--- config.mk ---
export PLATFORM = sky130hd
export DESIGN_NAME = mac_seq_flat
export DESIGN_NICKNAME = d
export VERILOG_FILES = /design/src/rtl/lstm_pkg.sv /design/src/rtl/mac_seq_if.sv /design/src/rtl/delay_line.sv /design/src/rtl/mac_seq.sv /design/src/flat_wrapper.sv
export SDC_FILE = /design/constraint.sdc
export NUM_CORES = 1
export LEC_CHECK = 0
export BUFFER_PORTS_ARGS = -buffer_cell sky130_fd_sc_hd__buf_2
export CAP_MARGIN = 20
export CORE_AREA = 2 2 117 74
export DETAILED_ROUTE_END_ITERATION = 8
export DIE_AREA = 0 0 119 76
export GPL_TIMING_DRIVEN = 0
export PLACE_DENSITY = 0.81
export SLEW_MARGIN = 20
export SYNTH_ARGS = -nofsm -noshare
export SYNTH_HDL_FRONTEND = slang
export SYNTH_HIERARCHICAL = 1
export SYNTH_SLANG_ARGS = --single-unit
--- constraint.sdc ---
create_clock -name clk -period 2.1 [get_ports clk]
set_input_delay 0.21 -clock clk [delete_from_list [all_inputs] [get_ports clk]]
set_output_delay 0.21 -clock clk [all_outputs]
set_load 0.05 [all_outputs]
--- src/rtl/lstm_pkg.sv ---
// ============================================================================
// Module      : lstm_pkg
// Description : Shared types and default widths for the LSTM matrix-vector
//               sequencer (mac_seq) and its bus interface.
// Revision    : 1.0 - initial release
// ============================================================================
`default_nettype none

package lstm_pkg;

    // Default widths for the sequencer bus
    localparam int IN_W    = 8;
    localparam int OUT_W   = 8;
    localparam int WADDR_W = 16;

    // Sequencer states
    typedef enum logic [1:0] {
        IDLE  = 2'd0,
        FEED  = 2'd1,
        DRAIN = 2'd2,
        DONE  = 2'd3
    } mac_seq_state_t;

endpackage

`default_nettype wire

--- src/rtl/mac_seq_if.sv ---
// ============================================================================
// Module      : mac_seq_if
// Description : Request, memory-read and mac-control bundle of the mac_seq
//               sequencer. With MAC_SEQ_PERF_EN defined it also carries the
//               32-bit busy-cycle counter.
// Revision    : 1.0 - initial release
// ============================================================================
`default_nettype none

interface mac_seq_if #(
    parameter int IN_W    = lstm_pkg::IN_W,
    parameter int OUT_W   = lstm_pkg::OUT_W,
    parameter int WADDR_W = lstm_pkg::WADDR_W
);
    logic               req;
    logic [IN_W-1:0]    n_in;
    logic [OUT_W-1:0]   n_out;
    logic               busy;
    logic               done;
    logic [IN_W-1:0]    in_addr;
    logic [WADDR_W-1:0] w_addr;
    logic               mem_re;
    logic               mac_clr;
    logic               mac_en;
    logic               out_valid;
    logic [OUT_W-1:0]   out_idx;
`ifdef MAC_SEQ_PERF_EN
    logic [31:0]        cycles;
`endif

    // Requester side: issues jobs, observes the sequencer
    modport master (
        output req, n_in, n_out,
        input  busy, done, in_addr, w_addr, mem_re,
               mac_clr, mac_en, out_valid, out_idx
`ifdef MAC_SEQ_PERF_EN
        , input cycles
`endif
    );

    // Sequencer side
    modport slave (
        input  req, n_in, n_out,
        output busy, done, in_addr, w_addr, mem_re,
               mac_clr, mac_en, out_valid, out_idx
`ifdef MAC_SEQ_PERF_EN
        , output cycles
`endif
    );

endinterface

`default_nettype wire

--- src/rtl/delay_line.sv ---
// ============================================================================
// Module      : delay_line
// Description : DEPTH-stage register pipe of WIDTH bits, synchronously
//               cleared to zero. Used to align flags with memory/mac latency.
// Revision    : 1.0 - initial release
// ============================================================================
`default_nettype none

module delay_line #(
    parameter int WIDTH = 1,
    parameter int DEPTH = 1
) (
    input  wire logic             clk,
    input  wire logic             rst,
    input  wire logic [WIDTH-1:0] din,
    output logic      [WIDTH-1:0] dout
);

    logic [DEPTH-1:0][WIDTH-1:0] stage;

    if (DEPTH == 1) begin : g_single
        // Single register stage
        always_ff @(posedge clk) begin
            if (rst) stage <= '0;
            else     stage <= din;
        end
    end else begin : g_multi
        // Shift the pipe by one stage per cycle, newest value in stage 0
        always_ff @(posedge clk) begin
            if (rst) stage <= '0;
            else     stage <= {stage[DEPTH-2:0], din};
        end
    end

    assign dout = stage[DEPTH-1];

endmodule

`default_nettype wire

--- src/rtl/mac_seq.sv ---
// ============================================================================
// Module      : mac_seq
// Description : Sequencer for one W[n_out][n_in] * x[n_in] product on the mac
//               datapath. Issues one weight/input read per cycle, aligns the
//               mac clear/enable controls with memory latency and flags each
//               finished row after the mac latency.
//               Optional macro MAC_SEQ_PERF_EN adds a busy-cycle counter.
// Revision    : 1.0 - initial release
// ============================================================================
`default_nettype none

module mac_seq #(
    parameter int IN_W    = lstm_pkg::IN_W,
    parameter int OUT_W   = lstm_pkg::OUT_W,
    parameter int WADDR_W = lstm_pkg::WADDR_W,
    parameter int MEM_LAT = 1,
    parameter int MAC_LAT = 2
) (
    input  wire logic  clk,
    input  wire logic  rst,
    mac_seq_if.slave   bus
);
    import lstm_pkg::*;

    localparam int PIPE_LAT = MEM_LAT + MAC_LAT;
    localparam int DRAIN_W  = $clog2(PIPE_LAT + 1);

    mac_seq_state_t     state, state_next;

    logic [IN_W-1:0]    n_in_q;
    logic [OUT_W-1:0]   n_out_q;
    logic               empty_q;
    logic [IN_W-1:0]    col;
    logic [OUT_W-1:0]   row;
    logic [WADDR_W-1:0] waddr;
    logic [DRAIN_W-1:0] drain_cnt;

    logic               accept;
    logic               feed_rd;
    logic               col_last;
    logic               row_last;
    logic               first_rd;
    logic               last_rd;
    logic               drain_end;
    logic               mac_en_d;
    logic               mac_clr_d;
    logic               out_valid_d;
    logic [OUT_W-1:0]   out_idx_d;
    logic [OUT_W-1:0]   row_tag;

    assign accept    = (state == IDLE) && bus.req;
    // An empty job passes through FEED for one cycle without reading
    assign feed_rd   = (state == FEED) && !empty_q;
    assign col_last  = (col == n_in_q - IN_W'(1));
    assign row_last  = (row == n_out_q - OUT_W'(1));
    assign first_rd  = feed_rd && (col == '0);
    assign last_rd   = feed_rd && col_last;
    assign drain_end = (drain_cnt == DRAIN_W'(PIPE_LAT - 1));
    assign row_tag   = last_rd ? row : '0;

    // State register
    always_ff @(posedge clk) begin
        if (rst) state <= IDLE;
        else     state <= state_next;
    end

    // Next-state decode
    always_comb begin
        state_next = state;
        case (state)
            IDLE:    if (bus.req) state_next = FEED;
            FEED:    if (empty_q || (col_last && row_last)) state_next = empty_q ? DONE : DRAIN;
            DRAIN:   if (drain_end) state_next = DONE;
            DONE:    state_next = IDLE;
            default: state_next = IDLE;
        endcase
    end

    // Job dimensions are captured once per accepted request
    always_ff @(posedge clk) begin
        if (rst) begin
            n_in_q  <= '0;
            n_out_q <= '0;
            empty_q <= 1'b0;
        end else if (accept) begin
            n_in_q  <= bus.n_in;
            n_out_q <= bus.n_out;
            empty_q <= (bus.n_in == '0) || (bus.n_out == '0);
        end
    end

    // Column/row/weight-address counters advance on every read
    always_ff @(posedge clk) begin
        if (rst || accept) begin
            col   <= '0;
            row   <= '0;
            waddr <= '0;
        end else if (feed_rd) begin
            waddr <= waddr + WADDR_W'(1);
            if (col_last) begin
                col <= '0;
                row <= row + OUT_W'(1);
            end else begin
                col <= col + IN_W'(1);
            end
        end
    end

    // Drain timer lets the last row emerge from the memory and mac pipes
    always_ff @(posedge clk) begin
        if (rst || (state != DRAIN)) drain_cnt <= '0;
        else                         drain_cnt <= drain_cnt + DRAIN_W'(1);
    end

    delay_line #(
        .WIDTH (2),
        .DEPTH (MEM_LAT)
    ) u_issue_dly (
        .clk  (clk),
        .rst  (rst),
        .din  ({feed_rd, first_rd}),
        .dout ({mac_en_d, mac_clr_d})
    );

    delay_line #(
        .WIDTH (1 + OUT_W),
        .DEPTH (PIPE_LAT)
    ) u_result_dly (
        .clk  (clk),
        .rst  (rst),
        .din  ({last_rd, row_tag}),
        .dout ({out_valid_d, out_idx_d})
    );

    assign bus.busy      = (state != IDLE);
    assign bus.done      = (state == DONE);
    assign bus.mem_re    = feed_rd;
    assign bus.in_addr   = feed_rd ? col   : '0;
    assign bus.w_addr    = feed_rd ? waddr : '0;
    assign bus.mac_en    = mac_en_d;
    assign bus.mac_clr   = mac_clr_d;
    assign bus.out_valid = out_valid_d;
    assign bus.out_idx   = out_idx_d;

`ifdef MAC_SEQ_PERF_EN
    logic [31:0] cycle_cnt;

    // Busy-cycle counter: cleared by a new job, frozen while idle
    always_ff @(posedge clk) begin
        if (rst || accept)      cycle_cnt <= '0;
        else if (state != IDLE) cycle_cnt <= cycle_cnt + 32'd1;
    end

    assign bus.cycles = cycle_cnt;
`endif

endmodule

`default_nettype wire

--- src/flat_wrapper.sv ---
// flat-port wrapper written by rule: the top's interface ports become plain ports
module mac_seq_flat import lstm_pkg::*;
#(
    parameter int IN_W    = lstm_pkg::IN_W,
    parameter int OUT_W   = lstm_pkg::OUT_W,
    parameter int WADDR_W = lstm_pkg::WADDR_W,
    parameter int MEM_LAT = 1,
    parameter int MAC_LAT = 2
)
  (clk, rst, bus_req, bus_n_in, bus_n_out, bus_busy, bus_done, bus_in_addr, bus_w_addr, bus_mem_re, bus_mac_clr, bus_mac_en, bus_out_valid, bus_out_idx);
  mac_seq_if #(.IN_W(IN_W), .OUT_W(OUT_W), .WADDR_W(WADDR_W)) bus_i ();
  input  wire logic clk;
  input  wire logic rst;
  input wire logic [$bits(bus_i.req)-1:0] bus_req;
  input wire logic [$bits(bus_i.n_in)-1:0] bus_n_in;
  input wire logic [$bits(bus_i.n_out)-1:0] bus_n_out;
  output wire logic [$bits(bus_i.busy)-1:0] bus_busy;
  output wire logic [$bits(bus_i.done)-1:0] bus_done;
  output wire logic [$bits(bus_i.in_addr)-1:0] bus_in_addr;
  output wire logic [$bits(bus_i.w_addr)-1:0] bus_w_addr;
  output wire logic [$bits(bus_i.mem_re)-1:0] bus_mem_re;
  output wire logic [$bits(bus_i.mac_clr)-1:0] bus_mac_clr;
  output wire logic [$bits(bus_i.mac_en)-1:0] bus_mac_en;
  output wire logic [$bits(bus_i.out_valid)-1:0] bus_out_valid;
  output wire logic [$bits(bus_i.out_idx)-1:0] bus_out_idx;
  assign bus_i.req = bus_req;
  assign bus_i.n_in = bus_n_in;
  assign bus_i.n_out = bus_n_out;
  assign bus_busy = bus_i.busy;
  assign bus_done = bus_i.done;
  assign bus_in_addr = bus_i.in_addr;
  assign bus_w_addr = bus_i.w_addr;
  assign bus_mem_re = bus_i.mem_re;
  assign bus_mac_clr = bus_i.mac_clr;
  assign bus_mac_en = bus_i.mac_en;
  assign bus_out_valid = bus_i.out_valid;
  assign bus_out_idx = bus_i.out_idx;
  mac_seq #(.IN_W(IN_W), .OUT_W(OUT_W), .WADDR_W(WADDR_W), .MEM_LAT(MEM_LAT), .MAC_LAT(MAC_LAT)) u_core (.clk(clk), .rst(rst), .bus(bus_i));
endmodule
==> out/metrics.csv <==
stage,metric,value,unit
critical_path,critPathSlowestCell,or4_4,
power_and_ir_drop,cellLeakagePower,0.00225,uW
logic_synthesis,yosysSeqAreaShare,40.7,%
detailed_routing,ant_nets,0,
critical_path,reg2reg_from,u_core/n_in_q[0],
logic_synthesis,ys_top_cells_by_area,"dfxtp_1 41%, nand2_1 6.1%, and2_1 4.8%",
logic_synthesis,synth_edf_count,0,
hold_path,min_from,bus_n_in[2],
final_layout,final_area,5370,sq um
critical_path,crit_required,2.37,ns
logic_synthesis,yosys_warnings,6,
place,portBuffers,56,
logic_synthesis,syn-num-nets,500,
critical_path,timing.rr.end,u_core/u_result_dly/stage[0],
place,gp_congestion,0.908,
job,max_cap_viol_count,0,
floorplan,die_y,76,um
clocking,cts.sinks,82,
power_and_ir_drop,ir_drop,692,uV
critical_path,slowest_delay,0.64,ns
floorplan,core,8100,sq um
final_layout,insertedDiodeCount,0,
critical_path,startpoint_type,register,
critical_path,rrSetupSlack,-0.15,ns
final_layout,fin_util,66.3,%
sta,period_needed,2.25,ns
logic_synthesis,synth_top_area_share,40.7,%
sta,worst_pin_slew,0.538,ns
run_status,failed_checks,negative setup slack,
critical_path,reg2reg_depth,9,
detailed_routing,dr.pass1.iters,4,
critical_path,worstSetupEndpointType,register,
sta,slew_violations,0,
detailed_routing,wirelength,10400,um
critical_path,path_class,register to register,
logic_synthesis,ys_types,53,
final_layout,areaGrowthSynthToFinish,33.3,%
logic_synthesis,synth_ff_type,dfxtp_1,
detailed_routing,avgRoutedWirePerCell,15.4,um
sta,skew,0.00222,ns
hold_path,hp-class,input port to register,
floorplan,row_count,26,
detailed_routing,viasPerCell,5.31,
critical_path,path_cells,"inv_4, ha_4, xnor2_4, xnor2_2, or4_4, nor3_4, buf_6, and2_1, nor2b_2",
grt,grt_max_degree,17,
sta,fmax,445,MHz
grt,track_usage,22.9,%
sta,slew-limit-headroom,64.0,%
grt,grt_pass1_vias,3511,
sta,final.period_utilization,107,%
sta,whs,0.110,ns
clocking,clk_latency,0.34,ns
critical_path,crit_fanout,7,
clocking,cts_buffer_depth,2,
final_layout,fin_nets,589,
logic_synthesis,postSynthCellCount,469,
floorplan,design.die.area,9040,sq um
sta,finalWorstSetupSlack,-0.146,ns
logic_synthesis,syn_area,4030,sq um
clocking,cts-buffers-inserted,9,
detailed_routing,num_vias,3581,
power_and_ir_drop,powerDensity,937,nW/um^2
sta,hold_violations,0,
place,dp_hpwl,6730,um
logic_synthesis,avgSynthCellArea,8.59,sq um
run_status,status,"finished, violations left",
logic_synthesis,yosysTopAreaCell,dfxtp_1,
clocking,cts-htree-levels,3,
detailed_routing,drtIter0Drc,342,
hold_path,min_path_cells,3,
floorplan,initial_utilization,49.8,%
clocking,cts_tree,done,
final_layout,drive_gt1_share,33.2,%
place,place_area,4490,sq um
clocking,clkTransAtPathRegs,0.06,ns
sta,rsz0062_at_grt,true,
place,dp_slack,-0.622,ns
grt,grt_pass1_wl,16600,um
logic_synthesis,async_reset_ff_share,0,%
critical_path,cp.arrival,2.52,ns
sta,setup_viol,20,
hold_path,hold_end,u_core/n_in_q[2],
grt,grt_overflow,0,
grt,grt_antenna_before_repair,0,
detailed_routing,route.detailed.drc,0,
clocking,root_buffer,clkbuf_16,
floorplan,die_w,119,um
floorplan,ios,57,
logic_synthesis,synth_seq_cells,82,
==> worst max-delay path: cells and delay by family (launching register included) <==
kind	cells	cell delay [ns]
xor gates and xnor gates	2	0.28
DFF	1	0.38
and+or+nand+nor	4	1.17
adders and majority gates	1	0.17
buffers and inverters	2	0.18
==> power by group <==
part,internal (uW),switching [uW],total (uW)
clock network,809,645,1450
logic,729,1060,1790
registers,1660,124,1790
total,3200,1830,5030
==> routing by layer <==
layer / vias to the layer above / track usage, % / share of wire, % / wire length (um)
li1: 1765 / - / - / -
met1: 1711 / 30.7 / 45 / 4730
met2: 97 / 37.0 / 48 / 4960
met3: 8 / 6.96 / 6.4 / 664
met4: 0 / 4.52 / 0.63 / 66
met5: - / 0 / 0 / 0
==> how the worst max path moves through the flow <==
stage                                 from                      endpoint  slack [ns]  cells after the start
after floorplan           u_core/n_in_q[0]  u_core/u_result_dly/stage[6]       0.005                     10
after global placement     u_core/state[1]                bus_w_addr[15]       -0.54                      9
after detailed placement   u_core/state[1]                bus_w_addr[15]       -0.62                      9
after CTS                 u_core/n_in_q[0]  u_core/u_result_dly/stage[5]       -0.05                     10
after global routing      u_core/n_in_q[0]  u_core/u_result_dly/stage[0]       -0.18                      9
final                     u_core/n_in_q[0]  u_core/u_result_dly/stage[0]       -0.15                      9
==> layout by cell type (no fill, tap or decap), types with 7 or more instances in the layout <==
master,n
a21oi_1,20
a31oi_1,8
and2_1,18
and2_2,7
and2b_2,7
and3_1,7
buf_2,39
buf_4,33
buf_6,19
clkbuf_16,9
dfxtp_1,76
ha_1,10
inv_1,11
nand2_1,66
nand3_1,9
nand4_1,7
nor2_1,32
nor2b_1,22
xnor2_1,12
xor2_1,18
==> stage by stage <==
stage               power, uW  cells  TNS, ns
finish                   5030    675    -1.29
floorplan                2730    469        0
CTS                      4870    668   -0.603
global placement         3020    637   -10.06
detailed placement       3070    637   -13.60
global route             5280    675    -2.19
==> Yosys cell counts, types with 3 or more instances <==
master and number:
a21oi_1 23, a31o_2 5, a31oi_1 8, and2_1 31, and2b_2 7, and3_1 7
and4_1 7, buf_1 3, buf_4 9, buf_6 4, clkbuf_1 15, dfxtp_1 82
ha_1 12, inv_1 15, nand2_1 66, nand2b_1 3, nand3_1 9, nand3b_1 3
nand4_1 7, nor2_1 35, nor2b_1 25, nor3_1 9, nor3b_1 5, nor4_1 7
o21ai_0 4, or3_1 3, xnor2_1 16, xor2_1 18
==> sequential cells by signal, indices dropped and copies added (netlist names) <==
name and flops:
u_core/col 8, u_core/state 2, u_core/n_out_q 8, u_core/n_in_q 8
u_core/drain_cnt 2, u_core/empty_q 1, u_core/u_issue_dly/dout 2, u_core/u_result_dly/stage 18
u_core/waddr 16, u_core/u_result_dly/dout 9, u_core/row 8
==> repair_timing <==
action	CTS	global route
gates cloned	0	0
endpoints found under the setup margin	62	66
setup buffers	17	8
resized for setup	62	52
pin swaps	15	14
hold buffers	0	0
==> area by class of cell <==
| cell class | count | area [sq um] |
|---|---|---|
| sequential | 82 | 1660 |
| buffer | 28 | 208 |
| tap | 112 | 140 |
| fill | 646 | 2730 |
| multi-input combinational | 341 | 2420 |
| clock buffer | 9 | 225 |
| timing repair buffer | 81 | 606 |
| clock inverter | 7 | 50.0 |
| inverter | 15 | 63.8 |
==> kinds of logic after synthesis <==
group                      share of synthesized area, %
AOI/OAI and AO/OA                                  10.3
and+or+nand+nor                                    30.9
adders and majority gates                          3.73
DFF                                                40.7
xor gates and xnor gates                           7.95
buffers and inverters                              5.87
muxes                                             0.497
Power figures use the tool's default switching activity.
